===== src/rtl/falafel_multi_input_buffer.sv =====
// Multi-channel request ingress buffer: one FIFO per channel, tagged with a queue id,
// merged onto a single output stream by a round-robin arbiter with grant locking.
module falafel_multi_input_buffer #(
  parameter int                     NUM_CH      = 2,
  parameter int                     DEPTH       = 4,
  parameter int                     DATA_W      = 8,
  parameter int                     MSG_ID_SIZE = 4,
  parameter logic [MSG_ID_SIZE-1:0] ID_BASE     = '0,
  parameter int                     AF_THRESH   = DEPTH - 1,
  parameter int                     CNT_W       = $clog2(DEPTH + 1),
  parameter int                     ENTRY_W     = MSG_ID_SIZE + DATA_W
) (
  input  logic                       clk_i,
  input  logic                       rst_i,
  input  logic                       flush_i,
  input  logic [NUM_CH-1:0]          req_val_i,
  output logic [NUM_CH-1:0]          req_rdy_o,
  input  logic [NUM_CH*DATA_W-1:0]   req_data_i,
  output logic                       buffered_req_val_o,
  input  logic                       buffered_req_rdy_i,
  output logic [ENTRY_W-1:0]         buffered_req_data_o,
  output logic [NUM_CH*CNT_W-1:0]    occupancy_o,
  output logic [NUM_CH-1:0]          almost_full_o
);

  localparam int PTR_W = (DEPTH > 1) ? $clog2(DEPTH) : 1;
  localparam int CH_W  = (NUM_CH > 1) ? $clog2(NUM_CH) : 1;

  typedef struct packed {
    logic [MSG_ID_SIZE-1:0] id;
    logic [DATA_W-1:0]      data;
  } alloc_entry_t;

  logic [DATA_W-1:0] mem_q    [NUM_CH][DEPTH];
  logic [CNT_W-1:0]  count_q  [NUM_CH];
  logic [PTR_W-1:0]  wr_ptr_q [NUM_CH];
  logic [PTR_W-1:0]  rd_ptr_q [NUM_CH];
  logic [CH_W-1:0]   rr_ptr_q;
  logic [CH_W-1:0]   lock_ch_q;
  logic              lock_q;

  logic [NUM_CH-1:0] eligible;
  logic [NUM_CH-1:0] wr_en;
  logic [NUM_CH-1:0] pop;
  logic [CH_W-1:0]   grant;
  logic              out_val;
  logic              handshake;
  alloc_entry_t      out_entry;

  function automatic logic [PTR_W-1:0] ptr_inc(input logic [PTR_W-1:0] p);
    return (p == PTR_W'(DEPTH - 1)) ? '0 : p + 1'b1;
  endfunction

  // A full channel refuses writes even when it is popped in the same cycle.
  always_comb begin
    for (int c = 0; c < NUM_CH; c++) begin
      eligible[c]      = (count_q[c] != '0);
      req_rdy_o[c]     = (count_q[c] != CNT_W'(DEPTH));
      wr_en[c]         = req_val_i[c] && req_rdy_o[c] && !flush_i;
      almost_full_o[c] = (count_q[c] >= CNT_W'(AF_THRESH));
      occupancy_o[c*CNT_W +: CNT_W] = count_q[c];
    end
  end

  always_comb begin
    int  idx;
    logic found;
    idx   = 0;
    found = 1'b0;
    grant = rr_ptr_q;
    for (int i = 0; i < NUM_CH; i++) begin
      idx = int'(rr_ptr_q) + i;
      if (idx >= NUM_CH) idx = idx - NUM_CH;
      if (!found && eligible[idx]) begin
        grant = CH_W'(idx);
        found = 1'b1;
      end
    end
    // A stalled grant is held so data and id stay stable until accepted.
    if (lock_q) grant = lock_ch_q;
  end

  assign out_val   = |eligible;
  assign handshake = out_val && buffered_req_rdy_i;

  always_comb begin
    for (int c = 0; c < NUM_CH; c++) begin
      pop[c] = handshake && !flush_i && (grant == CH_W'(c));
    end
    out_entry.id   = ID_BASE + MSG_ID_SIZE'(grant);
    out_entry.data = mem_q[grant][rd_ptr_q[grant]];
    if (!out_val) out_entry = '0;
  end

  assign buffered_req_val_o  = out_val;
  assign buffered_req_data_o = out_entry;

  always_ff @(posedge clk_i) begin
    for (int c = 0; c < NUM_CH; c++) begin
      if (wr_en[c]) mem_q[c][wr_ptr_q[c]] <= req_data_i[c*DATA_W +: DATA_W];
    end
  end

  always_ff @(posedge clk_i or posedge rst_i) begin
    if (rst_i) begin
      for (int c = 0; c < NUM_CH; c++) begin
        count_q[c]  <= '0;
        wr_ptr_q[c] <= '0;
        rd_ptr_q[c] <= '0;
      end
      rr_ptr_q  <= '0;
      lock_ch_q <= '0;
      lock_q    <= 1'b0;
    end else if (flush_i) begin
      for (int c = 0; c < NUM_CH; c++) begin
        count_q[c]  <= '0;
        wr_ptr_q[c] <= '0;
        rd_ptr_q[c] <= '0;
      end
      rr_ptr_q  <= '0;
      lock_ch_q <= '0;
      lock_q    <= 1'b0;
    end else begin
      for (int c = 0; c < NUM_CH; c++) begin
        if (wr_en[c]) wr_ptr_q[c] <= ptr_inc(wr_ptr_q[c]);
        if (pop[c])   rd_ptr_q[c] <= ptr_inc(rd_ptr_q[c]);
        if (wr_en[c] && !pop[c])      count_q[c] <= count_q[c] + 1'b1;
        else if (!wr_en[c] && pop[c]) count_q[c] <= count_q[c] - 1'b1;
      end
      if (handshake) begin
        rr_ptr_q <= (grant == CH_W'(NUM_CH - 1)) ? '0 : grant + 1'b1;
        lock_q   <= 1'b0;
      end else if (out_val) begin
        lock_q    <= 1'b1;
        lock_ch_q <= grant;
      end
    end
  end

endmodule


===== config.mk =====
export PLATFORM = sky130hd
export DESIGN_NAME = falafel_multi_input_buffer
export DESIGN_NICKNAME = d
export VERILOG_FILES = /design/src/rtl/falafel_multi_input_buffer.sv
export SDC_FILE = /design/constraint.sdc
export NUM_CORES = 1
export LEC_CHECK = 0
export BUFFER_PORTS_ARGS = -buffer_cell sky130_fd_sc_hd__buf_2
export CAP_MARGIN = 0
export CORE_MARGIN = 3
export CORE_UTILIZATION = 40
export CTS_BUF_LIST = sky130_fd_sc_hd__clkbuf_8
export CTS_CLUSTER_DIAMETER = 40
export DETAILED_ROUTE_END_ITERATION = 8
export PLACE_DENSITY = 0.68
export SKIP_CTS_REPAIR_TIMING = 1
export SLEW_MARGIN = 10
export SYNTH_ARGS = -nofsm -noshare
export SYNTH_HDL_FRONTEND = slang
export SYNTH_SLANG_ARGS = --single-unit

===== constraint.sdc =====
create_clock -name clk_i -period 3.4 [get_ports clk_i]
set_input_delay 0.34 -clock clk_i [delete_from_list [all_inputs] [get_ports clk_i]]
set_output_delay 0.34 -clock clk_i [all_outputs]
set_load 0.02 [all_outputs]

* Word-level counts from Yosys, hierarchy flattened *
Memory sizes are Yosys's and may differ from the RTL's.
Index checks and enable logic that the tools add are counted.

cells by class
  $add $sub $neg = 12
  magnitude comparators = 12
  eq/ne operators = 7
  multiplexer cells = 51
  bitwise gates (word level) = 5
  reduce and logical (&&, ||, !) cells = 34

operator list
  kind                   count
  $mux W32               4
  $lt A32 B3 Y1 const B  2
  $demux W8 S2           2
  $mux W8                4
  $mux W2                11
  $mux W1                21
  $bmux W8 S2            1
  $logic_and A1 B1 Y1    15
  $reduce_bool A3 Y1     5
  $mux W3                4
  $reduce_bool A2 Y1     6
  $ge A3 B3 Y1 const B   3
  $mux W9                1
  $not A2 Y3             3
  $add A2 B1 Y2 const B  4
  $eq A2 B2 Y1 const B   4
  $mux W4                2
  $add A3 B1 Y3 const B  2
  $ge A3 B2 Y1 const B   2
  $logic_not A1 Y1       6
  $lt A3 B1 Y1 const B   2
  $mux W6                1
  $ne A3 B3 Y1 const B   2
  $sub A3 B1 Y3 const B  2
  11 further kinds       12

word-level totals
  flip-flop bits (word level) = 17
  memory bits (writable) = 64
  bits of input ports = 22
  word-level logic and storage cells = 131
  memories kept = 1

memories
  memory  words  width  read ports  clocked after Yosys merged registers in  write ports  line  text
  mem_q   2      32     1           0                                        2            34    logic [DATA_W-1:0] mem_q [NUM_CH][DEPTH];

* Logic depth before layout (Yosys ltp) *
  depth in word-level cells = 19
  mapped depth = 9

* Worst setup path before layout *
No wires, ideal clock.

  path kind = flip-flop to flip-flop
  from = reg count_q (netlist bit occupancy_o[5])
  to = reg count_q (netlist bit occupancy_o[2])
  library setup time = 0.116 ns
  arrival time = 2.444 ns
  data required time = 3.284 ns
  setup slack = 0.840 ns
  cell stages (with the launch flop) = 9
  buffers on the path = 0
  clock period less this slack = 2.560 ns
  path through = dfrtp_1 o31a_2 o21ai_0 and2_1 nor3_1 fa_1 nor2_1 or4b_1 o311ai_0

between the ends
  cells in the longest elaborated chain, start to end = 15
  elaborated cells on any way between the ends = 24
  those cells by class = mux: 12; bitwise: 1; reduce/logical: 11

ends and longest elaborated chain
  what                                        line  text
  start, declared                             35    logic [CNT_W-1:0] count_q [NUM_CH];
  start signal, assigned by index             127   if (wr_en[c] && !pop[c]) count_q[c] <= count_q[c] + 1'b1;
  start signal, assigned by index             128   else if (!wr_en[c] && pop[c]) count_q[c] <= count_q[c] - 1'b1;
  $reduce_bool A3 Y1 (*)                      57    eligible[c] = (count_q[c] != '0);
  $mux W1 (not written as such) (3 in a row)  74    if (!found && eligible[idx]) begin
  $mux W1                                     74
  $logic_not A1 Y1                            74
  $logic_and A1 B1 Y1                         74
  $mux W1                                     74
  $mux W1                                     80    if (lock_q) grant = lock_ch_q;
  $not A1 Y1                                  88    pop[c] = handshake && !flush_i && (grant == CH_W'(c));
  $logic_and A1 B1 Y1 (*)                     88
  $logic_not A1 Y1                            127
  $logic_and A1 B1 Y1                         127
  $mux W3                                     127
  $mux W6                                     114   end else if (flush_i) begin

Every way passes the cells marked *; elsewhere a longest branch is shown, timed or not. The select of a mux whose other input is x is not followed.
A chain may end at the register's enable or synchronous reset.

* Worst setup path in the final report *
  from = reg count_q (netlist bit occupancy_o[5])
  to = out buffered_req_data_o[0]

between the ends
  cells in the longest elaborated chain, start to end = 18
  elaborated cells on any way between the ends = 24
  those cells by class = mux: 17; bitwise: 2; reduce/logical: 4; memory: 1

ends and longest elaborated chain
  what                                        line  text
  $reduce_bool A3 Y1 (*)                      57
  $mux W1 (not written as such) (3 in a row)  74
  $mux W1                                     74
  $logic_not A1 Y1                            74
  $logic_and A1 B1 Y1                         74
  $mux W1                                     74
  $mux W1                                     80
  $not A1 Y2 (not written as such)            91    out_entry.data = mem_q[grant][rd_ptr_q[grant]];
  $mux W2 (not written as such) (3 in a row)  91
  $not A2 Y3 (not written as such)            91
  $bmux W8 S2                                 91
  $mux W8 (not written as such) (2 in a row)  91
  $mux W9 (*)                                 92    if (!out_val) out_entry = '0;
  end, declared                               21    output logic [ENTRY_W-1:0] buffered_req_data_o,

Marks and branches as above.

==> results.md <==
* CTS clock-pin slew for the worst setup and hold paths at 90 ps
* Detailed-placement wirelength estimate at 4690 um
* Number of fill cells in the layout at 768
* Total Power at 3.40 mW
* Flops & latches, synth at 81
* Starting density of the core at 41.5%
* Average instance area after synthesis at 14.5 um2
* Number of enable flip-flop cells after synthesis at 64
* Time the final worst path needs with I/O delays and setup at 2760 ps
* Share of synthesized area occupied by flip-flops and latches at 64.2%
* Post-synth top cells: edfxtp_1, nor2_1, dfrtp_1, mux4_2, o21ai_0
* Unrepaired setup endpoints after global routing: false
* Number of remaining DRC errors at 0
* Share of the synthesized area in the top cell type at 52.6%
* ANT nets after route at 0
* Remaining global-route overflow at 0
* Count of warnings emitted by yosys at 0
* Power Dens Cells at 818 nW/um2
* Number of library cell types mapped by synthesis at 40
* Tightest slew margin relative to the limit at 53.7%
* Maximum vdd drop at 664 uV
* Routed via count divided by cell count at 5.30
* Worst Hold Class: primary input to asynchronous set/reset pin
* Largest net degree at the start of global routing at 26
* Total Routing Usage GR at 14.4%
* Max Clock Freq at 362 MHz
* Die span in y at 102 um
* Iteration-0 DRC Markers at 73
* Maximum net fanout on the critical path at 18
* Via count of the first global-routing pass at 2159
* Worst-Margin Slew at 694 ps
* Average wire per cell in the routed design at 16.6 um
* H-tree depth reported by CTS at 3
* RePlAce Congestion at 0.750
* Cell taking the most area after synthesis: edfxtp_1
* Final setup skew at 5.32 ps
* Count of antenna diodes in the layout at 0
* Number of CTS-inserted buffers at 9
* Setup CP Type: flip-flop to output port
* Net count of the finished layout at 326
* CTS tree: done
* Sink Count at 81
* Final worst path period share at 81.1%
* Worst-case clock buffer depth at 2
* Clock latency on the worst-skew pair at 340 ps
* Root Buffer: clkbuf_8
* # Max-Cap Violations at 0
* Critical path required time at 3060 ps
* Die area at 10300 um2
* Global-route wire length before repair at 11000 um
* Area grow syn2layout at 13.6%
* Core ar. at 8810 um2
* Total negative slack at 0 ps
* Post-synth top flop: edfxtp_1
* Arrival time at the worst endpoint at 2420 ps
* Cell count after synthesis at 253
* Netlist area before placement at 3660 um2
* Die width at 102 um
* Number of endpoints with negative hold slack in the final report at 0
* Top Ports at 45
* Most numerous cell in the Yosys netlist: edfxtp_1
* Category of the worst setup path capture point: output port
* Top cells by area, synth: edfxtp_1, dfrtp_1, mux4_2
* Final Max Slew Viols at 0
* Setup-failing EPs final at 0
* Total number of placement rows at 34
* Reg2Reg Depth at 8
* Result of the run: completed
* Antenna violations before repair at 0
* Fraction of final layout cells with drive strength greater than 1 at 26.2%
* Leakage component of the power at 1.55 nW
* Port buffer count at 41
* Via Count at 2151
* Fraction of registers with async set or reset after synthesis at 21.0%
* Routed Wire Length at 6740 um
* Sort of element at the start of the critical path: flip-flop
* Total iterations of the first detailed-routing run at 4
## cell type report
type	instances	area, um2	share of cell area (%)
inverters	11	41.3	0.994
clock buffers	9	124	2.98
clock inverters	7	97.6	2.35
repair buffers	41	205	4.94
well taps	108	135	3.25
flip-flops and latches	81	2350	56.5
multi-input cells	149	1200	29.0
## power by group
| group | internal, mW | total, mW | switching, mW |
|---|---|---|---|
| clock | 0.360 | 0.739 | 0.379 |
| combinational | 0.505 | 1.32 | 0.820 |
| sequential | 1.18 | 1.33 | 0.154 |
| total | 2.04 | 3.40 | 1.35 |
## state kept, by name, summed over array words and instances, names as in the netlist
name and count:
rr_ptr_q 1, rd_ptr_q 4, lock_q 1, occupancy_o 6, wr_ptr_q 4, mem_q 64
lock_ch_q 1
## metal layers
metal / vias up / part of all wire (%) / GRT usage (%)
met2: 59 / 48 / 22.8
met4: 0 / 1.8 / 5.11
li1: 1030 / - / -
met5: - / 0 / 0
met1: 1055 / 45 / 19.0
met3: 7 / 5.2 / 4.13
## through the flow
step	utilization [%]	cells	setup slack [ps]	instance area, um2	hold slack, ps
5_1_grt	47.2	406	436	4150	125
6_report	47.2	406	641	4150	87.4
3_5_place_dp	44.7	390	694	3930	492
3_3_place_gp	44.7	390	780	3930	477
2_1_floorplan	-	255	840	3660	266
4_1_cts	47.2	406	636	4150	98.6
## worst paths after layout
check | start | endpoint | slack, ps
worst max-delay path | occupancy_o[5]$_DFFE_PP0P_ | buffered_req_data_o[0] | 640
worst min-delay path | rst_i | wr_ptr_q[0]$_DFFE_PP0P_ | 90
worst max register to register | occupancy_o[5]$_DFFE_PP0P_ | occupancy_o[2]$_DFFE_PP0P_ | 650
worst min register to register | wr_ptr_q[3]$_DFFE_PP0P_ | wr_ptr_q[3]$_DFFE_PP0P_ | 590
max in group asynchronous | rst_i | rd_ptr_q[1]$_DFFE_PP0P_ | 2870
min in group clk_i | req_data_i[9] | mem_q[1][9]$_DFFE_PP_ | 200
## kinds of logic (layout without fill, tap and decap cells)
kind of cell | after synthesis | after routing | synth area share [%]
other | 1 | 3 | 0.103
and+or+nand+nor | 80 | 80 | 11.5
DFF | 81 | 81 | 64.2
muxes | 18 | 18 | 10.4
adders and majority gates | 11 | 11 | 4.18
buffers and inverters | 25 | 68 | 3.08
xor gates and xnor gates | 3 | 3 | 0.719
AOI/OAI and AO/OA | 34 | 34 | 5.78
## critical path: stages, from the launching register on
cell,delay [ps]
dfrtp_1,480
or3_4,440
nor2_1,110
o31a_1,510
nand3_1,170
o21ai_0,150
buf_2,210
## layout by cell type (no fill, tap or decap), types with 4 or more instances in the layout
| cell type | instances |
|---|---|
| ha_1 | 9 |
| edfxtp_1 | 64 |
| o21ai_0 | 15 |
| nor3b_1 | 4 |
| nor2_1 | 18 |
| inv_1 | 11 |
| nand2_1 | 14 |
| clkbuf_8 | 9 |
| nand3_1 | 11 |
| a21oi_1 | 8 |
| nor3_1 | 11 |
| dfrtp_1 | 17 |
| and2_1 | 10 |
| buf_2 | 41 |
| mux4_2 | 16 |
(Power assumes the default switching activity.)
